`src/rtl/ad_block_feeder.sv`:
```
// Packs a byte-serial AD stream big-endian into 64-bit ASCON rate blocks with 10* padding,
// presenting one block at a time to the AD sequencer.
//
// Handshake semantics: a byte moves when in_valid & in_ready are both high at a rising clk edge.
// in_ready is combinational. It may depend on in_last and blk_read, because a closing byte can
// only be taken when the output slot is empty or is being popped in the same cycle.
// A block is consumed when blk_read & blk_valid are both high at a rising edge.
module ad_block_feeder #(
  parameter int MAX_AD_BYTES = 16
) (
  input  logic        clk,
  input  logic        nRST,
  input  logic        clear,
  input  logic        in_valid,
  input  logic [7:0]  in_data,
  input  logic        in_last,
  output logic        in_ready,
  input  logic        blk_read,
  output logic        blk_valid,
  output logic [63:0] blk_data,
  output logic [3:0]  blk_len,
  output logic        blk_last,
  output logic [4:0]  ad_len,
  output logic        ad_done,
  output logic        err_overflow,
  output logic        err_underrun,
  output logic [1:0]  dbg_state
);

  typedef enum logic [1:0] {
    S_FILL = 2'd0,
    S_PAD  = 2'd1,
    S_DONE = 2'd2
  } state_t;

  localparam logic [4:0]  MAX_L   = 5'(MAX_AD_BYTES);
  localparam logic [63:0] PAD_BLK = 64'h8000_0000_0000_0000;

  state_t      state, state_next;
  logic [63:0] fill;
  logic [3:0]  cnt;
  logic [4:0]  len_q;
  logic [63:0] slot_data;
  logic [3:0]  slot_len;
  logic        slot_last;
  logic        slot_valid;
  logic        ovf_q, unf_q;

  logic        slot_free;
  logic        pop;
  logic        closing_byte;
  logic        accept;
  logic        close;
  logic        pad_load;
  logic        load;
  logic [63:0] with_byte;
  logic [63:0] padded;
  logic [63:0] load_data;
  logic [3:0]  load_len;
  logic        load_last;

  // State register
  always_ff @(posedge clk or negedge nRST) begin
    if (!nRST) begin
      state <= S_FILL;
    end else if (clear) begin
      state <= S_FILL;
    end else begin
      state <= state_next;
    end
  end

  // Next-state logic
  always_comb begin
    state_next = state;
    case (state)
      S_FILL: begin
        if (close && in_last) begin
          state_next = (cnt == 4'd7) ? S_PAD : S_DONE;
        end
      end
      S_PAD: begin
        if (slot_free) begin
          state_next = S_DONE;
        end
      end
      S_DONE:  state_next = S_DONE;
      default: state_next = S_FILL;
    endcase
  end

  // FSM outputs
  always_comb begin
    in_ready  = 1'b0;
    ad_done   = 1'b0;
    dbg_state = state;
    case (state)
      S_FILL: in_ready = (len_q < MAX_L) && (!closing_byte || slot_free);
      S_PAD:  ad_done  = 1'b1;
      S_DONE: ad_done  = 1'b1;
      default: begin
        in_ready = 1'b0;
        ad_done  = 1'b0;
      end
    endcase
  end

  assign slot_free    = !slot_valid || blk_read;
  assign pop          = blk_read && slot_valid;
  assign closing_byte = (cnt == 4'd7) || in_last;
  assign accept       = in_valid && in_ready;
  assign close        = accept && closing_byte;
  assign pad_load     = (state == S_PAD) && slot_free;
  assign load         = close || pad_load;

  // Drop the incoming byte into its lane, then mark the 10* pad byte just after it.
  always_comb begin
    with_byte = fill;
    for (int i = 0; i < 8; i++) begin
      if (cnt == 4'(i)) begin
        with_byte[63-8*i -: 8] = in_data;
      end
    end
    padded = with_byte;
    for (int i = 0; i < 7; i++) begin
      if (cnt == 4'(i)) begin
        padded[55-8*i -: 8] = 8'h80;
      end
    end
  end

  always_comb begin
    if (pad_load) begin
      load_data = PAD_BLK;
      load_len  = 4'd0;
      load_last = 1'b1;
    end else begin
      load_data = padded;
      load_len  = cnt + 4'd1;
      load_last = in_last && (cnt != 4'd7);
    end
  end

  // Fill register, byte count and message length
  always_ff @(posedge clk or negedge nRST) begin
    if (!nRST) begin
      fill  <= '0;
      cnt   <= '0;
      len_q <= '0;
    end else if (clear) begin
      fill  <= '0;
      cnt   <= '0;
      len_q <= '0;
    end else if (accept) begin
      len_q <= len_q + 5'd1;
      if (close) begin
        fill <= '0;
        cnt  <= '0;
      end else begin
        fill <= with_byte;
        cnt  <= cnt + 4'd1;
      end
    end
  end

  // Output slot: a reload on the same edge as a pop keeps blk_valid high.
  always_ff @(posedge clk or negedge nRST) begin
    if (!nRST) begin
      slot_data  <= '0;
      slot_len   <= '0;
      slot_last  <= 1'b0;
      slot_valid <= 1'b0;
    end else if (clear) begin
      slot_data  <= '0;
      slot_len   <= '0;
      slot_last  <= 1'b0;
      slot_valid <= 1'b0;
    end else if (load) begin
      slot_data  <= load_data;
      slot_len   <= load_len;
      slot_last  <= load_last;
      slot_valid <= 1'b1;
    end else if (pop) begin
      slot_data  <= '0;
      slot_len   <= '0;
      slot_last  <= 1'b0;
      slot_valid <= 1'b0;
    end
  end

  // Sticky error flags
  always_ff @(posedge clk or negedge nRST) begin
    if (!nRST) begin
      ovf_q <= 1'b0;
      unf_q <= 1'b0;
    end else if (clear) begin
      ovf_q <= 1'b0;
      unf_q <= 1'b0;
    end else begin
      if (in_valid && (state == S_FILL) && (len_q == MAX_L)) begin
        ovf_q <= 1'b1;
      end
      if (blk_read && !slot_valid) begin
        unf_q <= 1'b1;
      end
    end
  end

  assign blk_valid    = slot_valid;
  assign blk_data     = slot_valid ? slot_data : 64'h0;
  assign blk_len      = slot_valid ? slot_len : 4'd0;
  assign blk_last     = slot_valid && slot_last;
  assign ad_len       = len_q;
  assign err_overflow = ovf_q;
  assign err_underrun = unf_q;

endmodule

```
`config.mk`:
```
export PLATFORM = sky130hd
export DESIGN_NAME = ad_block_feeder
export DESIGN_NICKNAME = d
export VERILOG_FILES = /design/src/rtl/ad_block_feeder.sv
export SDC_FILE = /design/constraint.sdc
export NUM_CORES = 1
export LEC_CHECK = 0
export ABC_CLOCK_PERIOD_IN_PS = 3500
export CORE_AREA = 4 4 147 149
export CTS_BUF_LIST = sky130_fd_sc_hd__clkbuf_4 sky130_fd_sc_hd__clkbuf_8
export CTS_CLUSTER_SIZE = 10
export DETAILED_ROUTE_END_ITERATION = 8
export DIE_AREA = 0 0 151 153
export GPL_TIMING_DRIVEN = 0
export PLACE_DENSITY = 0.51
export SETUP_SLACK_MARGIN = 0.1
export SYNTH_ARGS = -nofsm -noshare
export SYNTH_HDL_FRONTEND = slang
export SYNTH_SLANG_ARGS = --single-unit
```
`constraint.sdc`:
```
create_clock -name clk -period 3.5 [get_ports clk]
set_input_delay 0.35 -clock clk [delete_from_list [all_inputs] [get_ports clk]]
set_output_delay 0.35 -clock clk [all_outputs]
set_load 0.05 [all_outputs]
```
* After elaboration in Yosys (flattened, before gate mapping)
Cells that the tools add are included.
** Cells by class
- Add/sub/neg operators :: 2
- Magnitude comparators :: 1
- Muxes and demuxes :: 50
- Reductions and logical operators :: 25
- Equality and inequality tests :: 13
** Operator list (count)
- 2-to-1 mux 64 bit :: 8
- 2-to-1 mux 8 bit :: 15
- 2-to-1 mux 4 bit :: 8
- == test 4 x 3 -> 1 bit (second input constant) :: 4
- 2-to-1 mux 1 bit :: 12
- logical AND 1 bit :: 11
- 2-to-1 mux 5 bit :: 2
- == test 4 x 2 -> 1 bit (second input constant) :: 2
- 2-to-1 mux 2 bit :: 4
- != test 3 bit (second input constant) :: 2
- case mux 2 bit (3 select lines) :: 1
- nonzero test 2 bit :: 3
- adder 5 x 1 -> 5 bit (second input constant) :: 1
- == test 5 bit (second input constant) :: 1
- < comparator 5 bit (second input constant) :: 1
- adder 4 x 1 -> 4 bit (second input constant) :: 1
- == test 4 x 1 -> 1 bit (second input constant) :: 1
- logical NOT 4 bit :: 1
- logical OR 1 bit :: 4
- != test 4 x 3 -> 1 bit (second input constant) :: 1
- nonzero test 3 bit :: 1
- == test 2 x 1 -> 1 bit (second input constant) :: 1
- == test 2 bit (second input constant) :: 1
- logical NOT 1 bit :: 2
- 3 further kinds :: 3
** Word-level totals
- Output and inout bits :: 81
- Logic and storage cells :: 101
- Bits in registers :: 147

* Depth between registers and ports, before layout
Gate-level depths: netlist of run 1.
- Word-level depth :: 12
- Depth in mapped cells :: 9
- Gate-level depth less buffers :: 6

* Least setup slack after synthesis of run 1
Ideal clock, no wire load.
- Path kind :: register -> output
- Start :: register cnt[0]
- End :: output port in_ready
- Data arrival time :: 2.352 ns
- Path buffers :: 1
- Path slack :: 0.798 ns
- Stages on the path, launching flop included :: 6
- Cells stage by stage :: dfrtp_1 -> ha_1 -> nand3b_1 -> buf_2 -> a21oi_1 -> nor3b_1
** Between the ends
- Cells in the longest elaborated chain, start to end :: 6
** Ends and longest elaborated chain
- start: declaration :: line 41 : logic [3:0] cnt;
- start signal: assignment :: line 161 : cnt <= cnt + 4'd1;
- == test 4 x 3 -> 1 bit :: line 110 : assign closing_byte = (cnt == 4'd7) || in_last;
- logical OR 1 bit :: line 110
- logical NOT 1 bit :: line 98 : S_FILL: in_ready = (len_q < MAX_L) && (!closing_byte || slot_free);
- logical OR 1 bit :: line 98
- logical AND 1 bit :: line 98
- 2-to-1 mux 1 bit :: line 97 : case (state)
- end: declaration :: line 17 : output logic in_ready,
Every way passes these cells.

* Final worst setup path of run 1
- Start :: register state[0] (netlist: dbg_state[0])
- End :: register slot_data[28]
** Between the ends
- Cells in the longest elaborated chain, start to end :: 7
- Elaborated cells on any way between the ends :: 11
** Ends and longest elaborated chain
- start: declaration :: line 39 : state_t state, state_next;
- start signal: assignment :: line 69 : state <= state_next;
- logical NOT 2 bit :: line 97
- 2-to-1 mux 1 bit :: line 97
- logical AND 1 bit :: line 111 : assign accept = in_valid && in_ready;
- logical AND 1 bit :: line 112 : assign close = accept && closing_byte;
- logical OR 1 bit :: line 114 : assign load = close || pad_load;
- 2-to-1 mux 64 bit :: line 178 : end else if (load) begin
- 2-to-1 mux 64 bit :: line 173 : end else if (clear) begin
- end signal: assignment :: line 179 : slot_data <= load_data;
- end: declaration :: line 43 : logic [63:0] slot_data;
Several ways; a longest one is shown, not always the timed one.
A chain may end at the register's enable or synchronous reset.

==> results.sh, run 1 <==
export IMPL_min_period_ps=2980
export IMPL_ff_latch_area_sq_mm=0.00368
export IMPL_outcome="finished, final reports clean"
export IMPL_clkPwrFrac_pct=39.5
export IMPL_core_rowCount=52
export IMPL_fmax_mhz=335
export IMPL_highest_delay_cell_along_the_critical_path="sky130_fd_sc_hd__nor3_2"
export IMPL_drcViolationCount=0
export IMPL_post_route_cells_drive_above_1_share_pct=8.26
export IMPL_dp_hpwl_mm=13.7
export IMPL_unrepaired_setup_endpoints_after_global_routing="false"
export IMPL_synth_ff_latch_count=147
export IMPL_synth_top_family_by_area="compound AO/OA/AOI/OAI gates"
export IMPL_drtAntennaViolNets=0
export IMPL_core_area_sq_mm=0.0202
export IMPL_worstSkewPairLatency_ps=450
export IMPL_rrSetupSlack_ps=520
export IMPL_worstSetupEndpointType="flip-flop"
export IMPL_synth_top_area_share_pct=52.7
export IMPL_routed_via_count=5183
export IMPL_cts_max_level=4
export IMPL_syn_avg_cell_area_sq_um=11.6
export IMPL_synthToLayoutAreaGrowth_pct=25.2
export IMPL_synth_xor_xnor_area_share_pct=0.251
export IMPL_r2r_end="slot_data[28]"
export IMPL_post_synth_mux_area_share_pct=9.66
export IMPL_nets=737
export IMPL_worst_r2r_cell_count=9
export IMPL_netSwitchingPower_uw=1060
export IMPL_p_seq_share_pct=46.2
export IMPL_grt_pass1_wl_mm=31.4
export IMPL_most_common_flop_cell_mapped_by_yosys="sky130_fd_sc_hd__dfrtp_1"
export IMPL_synth_cells=600
export IMPL_setup_worst_path_class="reg2reg"
export IMPL_synth_simple_gate_area_share_pct=13.3
export IMPL_dieHeight_um=153
export IMPL_floorplan_initialDensity_pct=34.6
export IMPL_startpoint="dbg_state[0]"
export IMPL_power_total_uw=3800
export IMPL_grt_max_degree=90
export IMPL_dominant_cell_type_by_area_after_synthesis="sky130_fd_sc_hd__dfrtp_1"
export IMPL_ys_top_cells_by_count="sky130_fd_sc_hd__dfrtp_1, sky130_fd_sc_hd__and2_1, sky130_fd_sc_hd__a22o_1"
export IMPL_hp_class="in2async"
export IMPL_number_of_hold_violations_in_the_final_report=0
export IMPL_drt_vias_per_instance=5.20
export IMPL_detailedPlace_worstSlack_ps=474
export IMPL_period_share_pct=85.3
export IMPL_worst_pin_slew_ps=1120
export IMPL_globalplace_congestion=0.839
export IMPL_pint_uw=2740
export IMPL_fin_tns_setup_ps=0
export IMPL_netSwitchingFraction_pct=27.9
export IMPL_cts_root_buf="sky130_fd_sc_hd__clkbuf_8"
export IMPL_max_cap_viol_count=0
export IMPL_power_density_cell_area_mw_per_mm2=435
export IMPL_dp_cells=964
export IMPL_first_global_vias=5550
export IMPL_finalHoldWorstSlack_ps=435
export IMPL_start_kind="flip-flop"
export IMPL_track_usage_pct=17.6
export IMPL_n_fill_cell=1930
export IMPL_wire_per_inst_um=19.8
export IMPL_clock_tree_from_tritoncts="yes"
export IMPL_detail_route_first_pass_iterations=4
export IMPL_critical_path_cell_chain="inv_1 -> ha_1 -> clkbuf_1 -> nand3b_1 -> a211oi_1 -> nor3_2 -> buf_2 -> buf_2 -> o2bb2ai_1"
export IMPL_yosys_cell_types_count=42
export IMPL_syn_nets=623
export IMPL_critical_path_n_buffers_inverters=4
export IMPL_initialDrtViolationCount=278
export IMPL_critical_path_arrival_ps=3350
export IMPL_irDropWorstVdd_mv=0.235
export IMPL_cts_setup_buffers=0
export IMPL_place_port_buffers=93
export IMPL_diodes=0
export IMPL_dieArea_sq_mm=0.0231
export IMPL_timing_critical_path_required_ps=3870
export IMPL_critPathTopFamily="simple AND/OR/NAND/NOR gates"
export IMPL_non_filler_instance_count_after_layout=996
export IMPL_slew_headroom_pct=24.7
export IMPL_synthesis_yosys_warnings=0
export IMPL_report_final_setup_viol=0
export IMPL_multi_input_comb_area_sq_mm=0.00307
export IMPL_finalWorstSetupSlack_ps=515
export IMPL_globalRoute_totalOverflow=0
export IMPL_detail_route_wirelength_mm=19.7
export IMPL_synth_async_sr_flop_share_pct=100
export IMPL_combinationalPowerShare_pct=14.3
export IMPL_crit_path_max_fanout=10
export IMPL_crit_path_frequent_cell="sky130_fd_sc_hd__buf_2"
export IMPL_ctsLongestPathBuffers=2
export IMPL_fraction_of_the_yosys_area_taken_by_sequential_cells_pct=52.7
export IMPL_post_synthesis_adder_cell_area_fraction_pct=1.61
export IMPL_synth_area_sq_mm=0.00698
export IMPL_startpoint_of_the_worst_slack_reg_to_reg_timing_path="dbg_state[0]"
export IMPL_skew_ps=11.0
export IMPL_die_w_um=151
export IMPL_synth_enable_flop_cells=0
export IMPL_static_power_due_to_leakage_uw=0.00414
export IMPL_clock_pin_slew_of_the_registers_on_the_worst_case_setup_and_hold_paths_ps=80
export IMPL_cts_sinks=147
export IMPL_cpPeakStageDelay_ps=640
export IMPL_number_of_antenna_violations_at_the_first_check_in_global_routing=0
export IMPL_finalMaxSlewViolations=0
export IMPL_synth_most_common_cell="sky130_fd_sc_hd__dfrtp_1"
export IMPL_synth_area_top_cells="sky130_fd_sc_hd__dfrtp_1, sky130_fd_sc_hd__mux2i_1, sky130_fd_sc_hd__a22o_1"
export IMPL_synth_compound_area_share_pct=19.1
export IMPL_pin_count=95
export IMPL_cts_buffers=17
[layer usage]
layer | vias to the layer above | wire (um) | global-route usage [%]
li1 | 2417 | - | -
met2 | 117 | 9300 | 26.6
met3 | 8 | 953 | 4.53
met1 | 2641 | 9340 | 25.1
met4 | 0 | 143 | 4.79
met5 | - | 0 | 0
[area by class of cell]
| cell class | instances | area share, % |
|---|---|---|
| multi-input cells | 396 | 35.1 |
| clock inverters | 9 | 1.73 |
| inverters | 9 | 0.387 |
| flip-flops and latches | 147 | 42.1 |
| plain buffers | 48 | 2.31 |
| well taps | 270 | 3.87 |
| repair buffers | 95 | 11.1 |
| clock buffers | 22 | 3.39 |
[power groups by stage]
stage          Clock, uW  Combinational, uW  Sequential [uW]
6_report            1500                544             1750
5_1_grt             1610                594             1760
4_1_cts             1540                554             1750
3_5_place_dp           0                552             1790
3_3_place_gp           0                539             1790
2_1_floorplan          0                296             1810
[flip-flops by register name (all words and copies together), names as in the netlist]
signal / count
err_underrun: 1
err_overflow: 1
slot_last: 1
blk_valid: 1
slot_data: 64
ad_len: 5
cnt: 4
dbg_state: 2
fill: 64
slot_len: 4
[kinds of logic after synthesis]
family                   after synthesis
flip-flops                           147
AO/OA/AOI/OAI                        165
adder cells (fa/ha/maj)                9
AND/OR/NAND/NOR                      153
buffers and inverters                 57
multiplexers                          67
XOR/XNOR                               2
[per-stage QoR]
stage	cell area (sq um)	utilization, %
global route	8740	43.3
detailed placement	8280	41.0
finish	8740	43.3
floorplan	6980	-
CTS	8730	43.3
global placement	8250	40.9
[layout by cell type (no fill, tap or decap), types with 3 or more instances in the layout]
| master | synthesis | layout |
|---|---|---|
| sky130_fd_sc_hd__nor2_1 | 26 | 26 |
| sky130_fd_sc_hd__inv_1 | 9 | 9 |
| sky130_fd_sc_hd__a21oi_1 | 17 | 17 |
| sky130_fd_sc_hd__and3b_1 | 4 | 4 |
| sky130_fd_sc_hd__a21o_1 | 7 | 7 |
| sky130_fd_sc_hd__clkdlybuf4s50_1 | 0 | 91 |
| sky130_fd_sc_hd__buf_2 | 11 | 11 |
| sky130_fd_sc_hd__nand3b_1 | 6 | 6 |
| sky130_fd_sc_hd__o21ai_0 | 6 | 6 |
| sky130_fd_sc_hd__nor3_1 | 4 | 4 |
| sky130_fd_sc_hd__clkbuf_1 | 34 | 34 |
| sky130_fd_sc_hd__nand2_1 | 7 | 7 |
| sky130_fd_sc_hd__nor2_2 | 3 | 3 |
| sky130_fd_sc_hd__nor4b_1 | 3 | 3 |
| sky130_fd_sc_hd__dfrtp_1 | 147 | 147 |
| sky130_fd_sc_hd__a31oi_1 | 3 | 3 |
| sky130_fd_sc_hd__clkbuf_8 | 0 | 21 |
| sky130_fd_sc_hd__ha_1 | 9 | 9 |
| sky130_fd_sc_hd__and2_1 | 77 | 77 |
| sky130_fd_sc_hd__nand3_1 | 5 | 5 |
| sky130_fd_sc_hd__clkinv_2 | 0 | 3 |
| sky130_fd_sc_hd__o2bb2ai_1 | 50 | 50 |
| sky130_fd_sc_hd__or3b_2 | 4 | 4 |
| sky130_fd_sc_hd__o31ai_1 | 7 | 7 |
| sky130_fd_sc_hd__mux2i_1 | 64 | 64 |
| sky130_fd_sc_hd__a22o_1 | 70 | 70 |
| sky130_fd_sc_hd__bufinv_16 | 0 | 4 |
| sky130_fd_sc_hd__mux2_2 | 3 | 3 |
[worst max path at each step]
stage | to | depth (start not counted)
floorplan | in_ready | 5
global placement | fill[57] | 1
detailed placement | slot_data[28] | 9
CTS | in_ready | 6
global route | slot_data[24] | 9
finish | slot_data[28] | 9
[worst register-to-register path: cells and delay by family (launching register included)]
kind | cells | cell delay, ps
and+or+nand+nor | 2 | 1020
AOI/OAI and AO/OA | 2 | 290
buffers and inverters | 4 | 970
DFF | 1 | 440
adders and majority gates | 1 | 200
[repair_timing]
| action | CTS | global route |
|---|---|---|
| setup endpoints to repair | 0 | 1 |
| hold buffers | 1 | 0 |
| endpoints found under the hold margin | 58 | 0 |
| gates resized for setup | 0 | 1 |
Note: power is estimated with default switching activity, not from simulation.
==> inputs of run 2 (changes only) <==
Settings changed: GPL_ROUTABILITY_DRIVEN from default to 1.
==> results of run 2 <==
The final DEF is identical to that of run 1; final timing and power are the same.
